===== config.mk =====
export PLATFORM = sky130hd
export DESIGN_NAME = param_stack
export DESIGN_NICKNAME = d
export VERILOG_FILES = /design/src/rtl/stack_pkg.sv /design/src/rtl/stack_mem.sv /design/src/rtl/param_stack.sv
export SDC_FILE = /design/constraint.sdc
export NUM_CORES = 1
export LEC_CHECK = 0
export ABC_CLOCK_PERIOD_IN_PS = 2900
export CORE_ASPECT_RATIO = 0.6
export CORE_MARGIN = 2
export CORE_UTILIZATION = 45
export CTS_BUF_LIST = sky130_fd_sc_hd__clkbuf_8
export DETAILED_ROUTE_END_ITERATION = 7
export DONT_BUFFER_PORTS = 1
export PLACE_DENSITY = 0.59
export RECOVER_POWER = 50
export REMOVE_ABC_BUFFERS = 1
export SLEW_MARGIN = 20
export SYNTH_ARGS = -nofsm -noshare
export SYNTH_HDL_FRONTEND = slang
export SYNTH_SLANG_ARGS = --single-unit

===== constraint.sdc =====
create_clock -name CLK -period 2.9 [get_ports CLK]
set_clock_uncertainty 0.1 [all_clocks]
set_input_delay 0.29 -clock CLK [delete_from_list [all_inputs] [get_ports CLK]]
set_output_delay 0.29 -clock CLK [all_outputs]
set_load 0.01 [all_outputs]

===== src/rtl/stack_pkg.sv =====
`default_nettype none
// ============================================================================
//  Module      : stack_pkg
//  Description : Shared definitions for the parametrised LIFO stack:
//                operation encoding and an address-width helper.
//  Revision    : 1.0  initial release
// ============================================================================
package stack_pkg;

    // Operation code formed as {push, pop}
    localparam logic [1:0] OP_NONE    = 2'b00;
    localparam logic [1:0] OP_POP     = 2'b01;
    localparam logic [1:0] OP_PUSH    = 2'b10;
    localparam logic [1:0] OP_REPLACE = 2'b11;

    // Bits needed to address 'depth' entries (at least 1)
    function automatic int addr_width(input int depth);
        return (depth <= 2) ? 1 : $clog2(depth);
    endfunction

endpackage : stack_pkg
`default_nettype wire


===== src/rtl/stack_mem.sv =====
`default_nettype none
// ============================================================================
//  Module      : stack_mem
//  Description : DEPTH x WIDTH register file for the stack. One synchronous
//                write port, one asynchronous read port. Contents are not
//                reset.
//  Revision    : 1.0  initial release
// ============================================================================
module stack_mem #(
    parameter int WIDTH = 8,
    parameter int DEPTH = 16,
    parameter int AW    = 4
) (
    input  logic             clk,
    input  logic             we,
    input  logic [AW-1:0]    waddr,
    input  logic [WIDTH-1:0] wdata,
    input  logic [AW-1:0]    raddr,
    output logic [WIDTH-1:0] rdata
);

    logic [WIDTH-1:0] mem [DEPTH];

    // Write port: storage only, no reset so the array maps onto plain flops/RAM
    always_ff @(posedge clk) begin
        if (we) begin
            mem[waddr] <= wdata;
        end
    end

    // Read port is combinational; the caller keeps raddr within range
    assign rdata = mem[raddr];

endmodule : stack_mem
`default_nettype wire


===== src/rtl/param_stack.sv =====
`default_nettype none
// ============================================================================
//  Module      : param_stack
//  Description : Parametrised synchronous LIFO stack with count/full/empty
//                status, overflow/underflow pulses and a single-cycle
//                replace-top operation (push and pop together).
//  Revision    : 1.0  initial release
// ============================================================================
module param_stack
    import stack_pkg::*;
#(
    parameter int WIDTH = 8,
    parameter int DEPTH = 16,
    parameter int CNT_W = $clog2(DEPTH + 1)
) (
    input  logic             CLK,
    input  logic             RST,
    input  logic             push,
    input  logic             pop,
    input  logic [WIDTH-1:0] data,
    output logic [WIDTH-1:0] D_out,
    output logic             pop_valid,
    output logic [WIDTH-1:0] top,
    output logic [CNT_W-1:0] count,
    output logic             empty,
    output logic             full,
    output logic             overflow,
    output logic             underflow
);

    localparam int               AW       = addr_width(DEPTH);
    localparam logic [CNT_W-1:0] FULL_CNT = CNT_W'(DEPTH);
    localparam logic [CNT_W-1:0] ONE_CNT  = CNT_W'(1);

    // Stack pointer: number of stored entries, top lives at sp-1
    logic [CNT_W-1:0] sp;
    logic [1:0]       op;

    logic             mem_we;
    logic [AW-1:0]    mem_waddr;
    logic [AW-1:0]    mem_raddr;
    logic [WIDTH-1:0] mem_rdata;

    assign op    = {push, pop};
    assign count = sp;

    // Read address always points at the top entry; parked at 0 when empty
    assign mem_raddr = empty ? '0 : AW'(sp - ONE_CNT);
    assign top       = empty ? '0 : mem_rdata;

    // Write-port steering: push writes above the top, replace overwrites it
    always_comb begin
        mem_we    = 1'b0;
        mem_waddr = AW'(sp);
        if (!RST) begin
            if (op == OP_PUSH && !full) begin
                mem_we    = 1'b1;
                mem_waddr = AW'(sp);
            end else if (op == OP_REPLACE && !empty) begin
                mem_we    = 1'b1;
                mem_waddr = AW'(sp - ONE_CNT);
            end
        end
    end

    stack_mem #(
        .WIDTH (WIDTH),
        .DEPTH (DEPTH),
        .AW    (AW)
    ) u_mem (
        .clk   (CLK),
        .we    (mem_we),
        .waddr (mem_waddr),
        .wdata (data),
        .raddr (mem_raddr),
        .rdata (mem_rdata)
    );

    // Pointer, status flags, popped word and one-cycle pulses
    always_ff @(posedge CLK) begin
        if (RST) begin
            sp        <= '0;
            empty     <= 1'b1;
            full      <= 1'b0;
            D_out     <= '0;
            pop_valid <= 1'b0;
            overflow  <= 1'b0;
            underflow <= 1'b0;
        end else begin
            pop_valid <= 1'b0;
            overflow  <= 1'b0;
            underflow <= 1'b0;
            case (op)
                OP_PUSH: begin
                    if (full) begin
                        overflow <= 1'b1;
                    end else begin
                        sp    <= sp + ONE_CNT;
                        empty <= 1'b0;
                        full  <= ((sp + ONE_CNT) == FULL_CNT);
                    end
                end
                OP_POP: begin
                    if (empty) begin
                        underflow <= 1'b1;
                    end else begin
                        D_out     <= mem_rdata;
                        pop_valid <= 1'b1;
                        sp        <= sp - ONE_CNT;
                        full      <= 1'b0;
                        empty     <= (sp == ONE_CNT);
                    end
                end
                OP_REPLACE: begin
                    // Empty stack: the pushed word passes straight through
                    D_out     <= empty ? data : mem_rdata;
                    pop_valid <= 1'b1;
                end
                default: begin
                end
            endcase
        end
    end

endmodule : param_stack
`default_nettype wire


==> flow_summary.ini <==
[logic_synthesis]
synth_top_area_cell = edfxtp_1
netlist_instances = 453
synth_seq_area_share_pct = 65.5
synth_cell_types = 61
avgSynthCellArea_um2 = 14.2
yosys_warnings = 0
synth-seq-cells = 146
synthArstFlopShare_pct = 0
synthFlopType = edfxtp_1
synth_top_area_share_pct = 59.9
synth_area_leaders = edfxtp_1 (60%), dfxtp_1 (5.6%), mux2_2 (4.6%)
synth-edff-count = 128
synth_area_um2 = 6410

[clocking]
cts_tree = built
root_buffer = clkbuf_8
cts_buffer_depth = 2
h-tree-depth = 4
clkLatencyLatePin_ns = 0.44
cts_inserted_buffers = 17
clock_sinks = 146
clkTransAtPathRegs_ns = 0.08

[timing]
slew_viol_final = 0
rsz0062_at_grt = yes
maxSlewHeadroom_pct = 49.2
finalSetupViolations = 0
period_needed_ns = 2.87
fmax_mhz = 348
fin_tns_setup_ns = 0
final-hold-violation-count = 0
worst_pin_slew_ns = 0.759
period_share_pct = 99.1

[floorplanning]
start_util_pct = 46.5
design.core.area_um2 = 13800
die_w_um = 158
dieHeight_um = 96.5
top_level_ports = 38
fp.dieArea_um2 = 15300
row_count = 33

[setup_path]
cpMaxStageDelayCell = a222oi_1
worstSetupStartpoint = count[0]
cp-end-kind = primary output
startpoint_type = flip-flop
r2r-start = count[0]
worstSetupPathType = reg2out
arrival_ns = 2.48
path_max_fanout = 11
slowest_delay_ns = 0.43
reg2reg_depth = 12
cp.required_ns = 2.51
r2r_setup_slack_ns = 0.08
path_cells = inv_1 > ha_4 > a21o_4 > buf_6 > a222oi_1 > mux2i_1 > mux2i_2 > nor2_2

[placed_design]
numPortBuffers = 0
placed_cells = 652
place_congestion = 0.843
dp_hpwl_um = 10400
postPlaceCellArea_um2 = 6770

[pwr]
p_leak_nw = 2.44
power_density_nw_per_um2 = 601
ir_drop_mv = 0.297
total_power_mw = 4.45

[drt]
vias = 4161
dr_wl_met3_um = 1800
routed.top_layer = met5
drt_first_pass_iters = 7
viasPerCell = 5.91
routedWlPerCell_um = 23.6
wl_um = 16600
wirelength_met1_um = 8030
antenna_left = 0
drcViolationCount = 0
wl_met2_um = 6680
dr.first_iter.drc_count = 703

[worst_hold_path]
worstHoldPathType = in2reg
min_from = pop
hold_path_depth = 2

[cells_and_area]
mostFrequentLayoutCell = edfxtp_1
final_area_um2 = 7420
final_net_count = 513
layout-drive-gt1-share_pct = 25.3
syn2layout_area_growth_pct = 15.6
final_util_pct = 53.8
instances_no_fill = 704
final_cell_mix = edfxtp_1 (128), buf_4 (44), nor2_1 (27)

[global_routing]
antenna_found_initial = 5
grt_overflow_total = 0
grt_pass1_wl_um = 24600
grt_max_degree = 57
grt.total_usage_pct = 22.8
grt_pass1_vias = 3905

[flow_run]
cap_violations = 0

[status]
outcome = finished, final reports clean
## critical path, delay by kind of cell (launching register included)
family	cells	cell delay [ns]
compound gates	2	0.67
fa+ha+maj	1	0.24
buf+inv	2	0.25
flops	1	0.36
mux	2	0.41
simple gates	1	0.09
## sequential cells by signal, summed over array words and instances, names as in the netlist
register / count
full: 1
empty: 1
count: 5
D_out: 8
overflow: 1
u_mem.mem: 128
underflow: 1
pop_valid: 1
## final cells by class
cell class	count	area, um2
Antenna cell	3	7.51
Clock buffer	17	234
Clock inverter	14	125
Fill cell	1160	6370
Inverter	11	41.3
Multi-Input combinational cell	261	2040
Sequential cell	146	4210
Tap cell	192	240
Timing Repair Buffer	60	519
## cells in the mapped netlist, types with 5 or more instances
cell and n:
dfxtp_1 18, clkbuf_1 14, mux2_2 26, a31oi_1 6, o22ai_1 5, edfxtp_1 128
nor2b_1 7, nor3_1 9, buf_2 9, a2bb2oi_1 6, a222oi_1 25, and2_1 7
mux2i_1 24, a21oi_1 9, o21ai_0 17, nor2_1 32, nand2_1 22, buf_6 6
inv_1 11, a22oi_1 7
## final timing paths
kind,endpoint
worst min-delay path,D_out[4]
worst max register to register,D_out[2]
worst max-delay path,top[2]
worst min register to register,count[1]
## report_power, final
group          internal, mW  switching [mW]  leakage [nW]  total [mW]
Combinational         0.268           0.357         0.941       0.626
Sequential             2.31          0.0297          1.30        2.34
Clock                 0.742           0.745         0.198        1.49
Total                  3.32            1.13          2.44        4.45
## cell families (layout without fill, tap and decap cells)
group                      count (synthesis)  after routing  share of synthesized area (%)
AOI/OAI and AO/OA                        100            100                           12.1
xor gates and xnor gates                   5              5                          0.800
adders and majority gates                  4              4                          0.780
buffers and inverters                     46            102                           4.06
DFF                                      146            146                           65.5
muxes                                     51             51                           8.72
other                                      0              3                              0
and+or+nand+nor                          101            101                           8.04
## stage by stage
step	worst slack, ns	hold slack, ns
after floorplan	-1.48	0.259
after global placement	0.265	0.260
after detailed placement	0.249	0.267
after CTS	0.00823	0.000576
after global routing	-0.0743	0.0203
final	0.0254	0.0312
## per-layer routing
metal / vias to the layer above / global-route usage (%)
met3: 13 / 8.25
met1: 2059 / 35.6
met4: 4 / 5.18
met5: - / 0
li1: 1873 / -
met2: 212 / 29.7
## timing repair
item                                    CTS  global route
hold buffers                             11             0
gates resized for setup                  10            18
setup buffers                             4             2
gates cloned                              0             1
pin swaps                                 3             9
endpoints found under the setup margin    8            38
hold endpoints to repair                146             0
(Power assumes the default switching activity.)
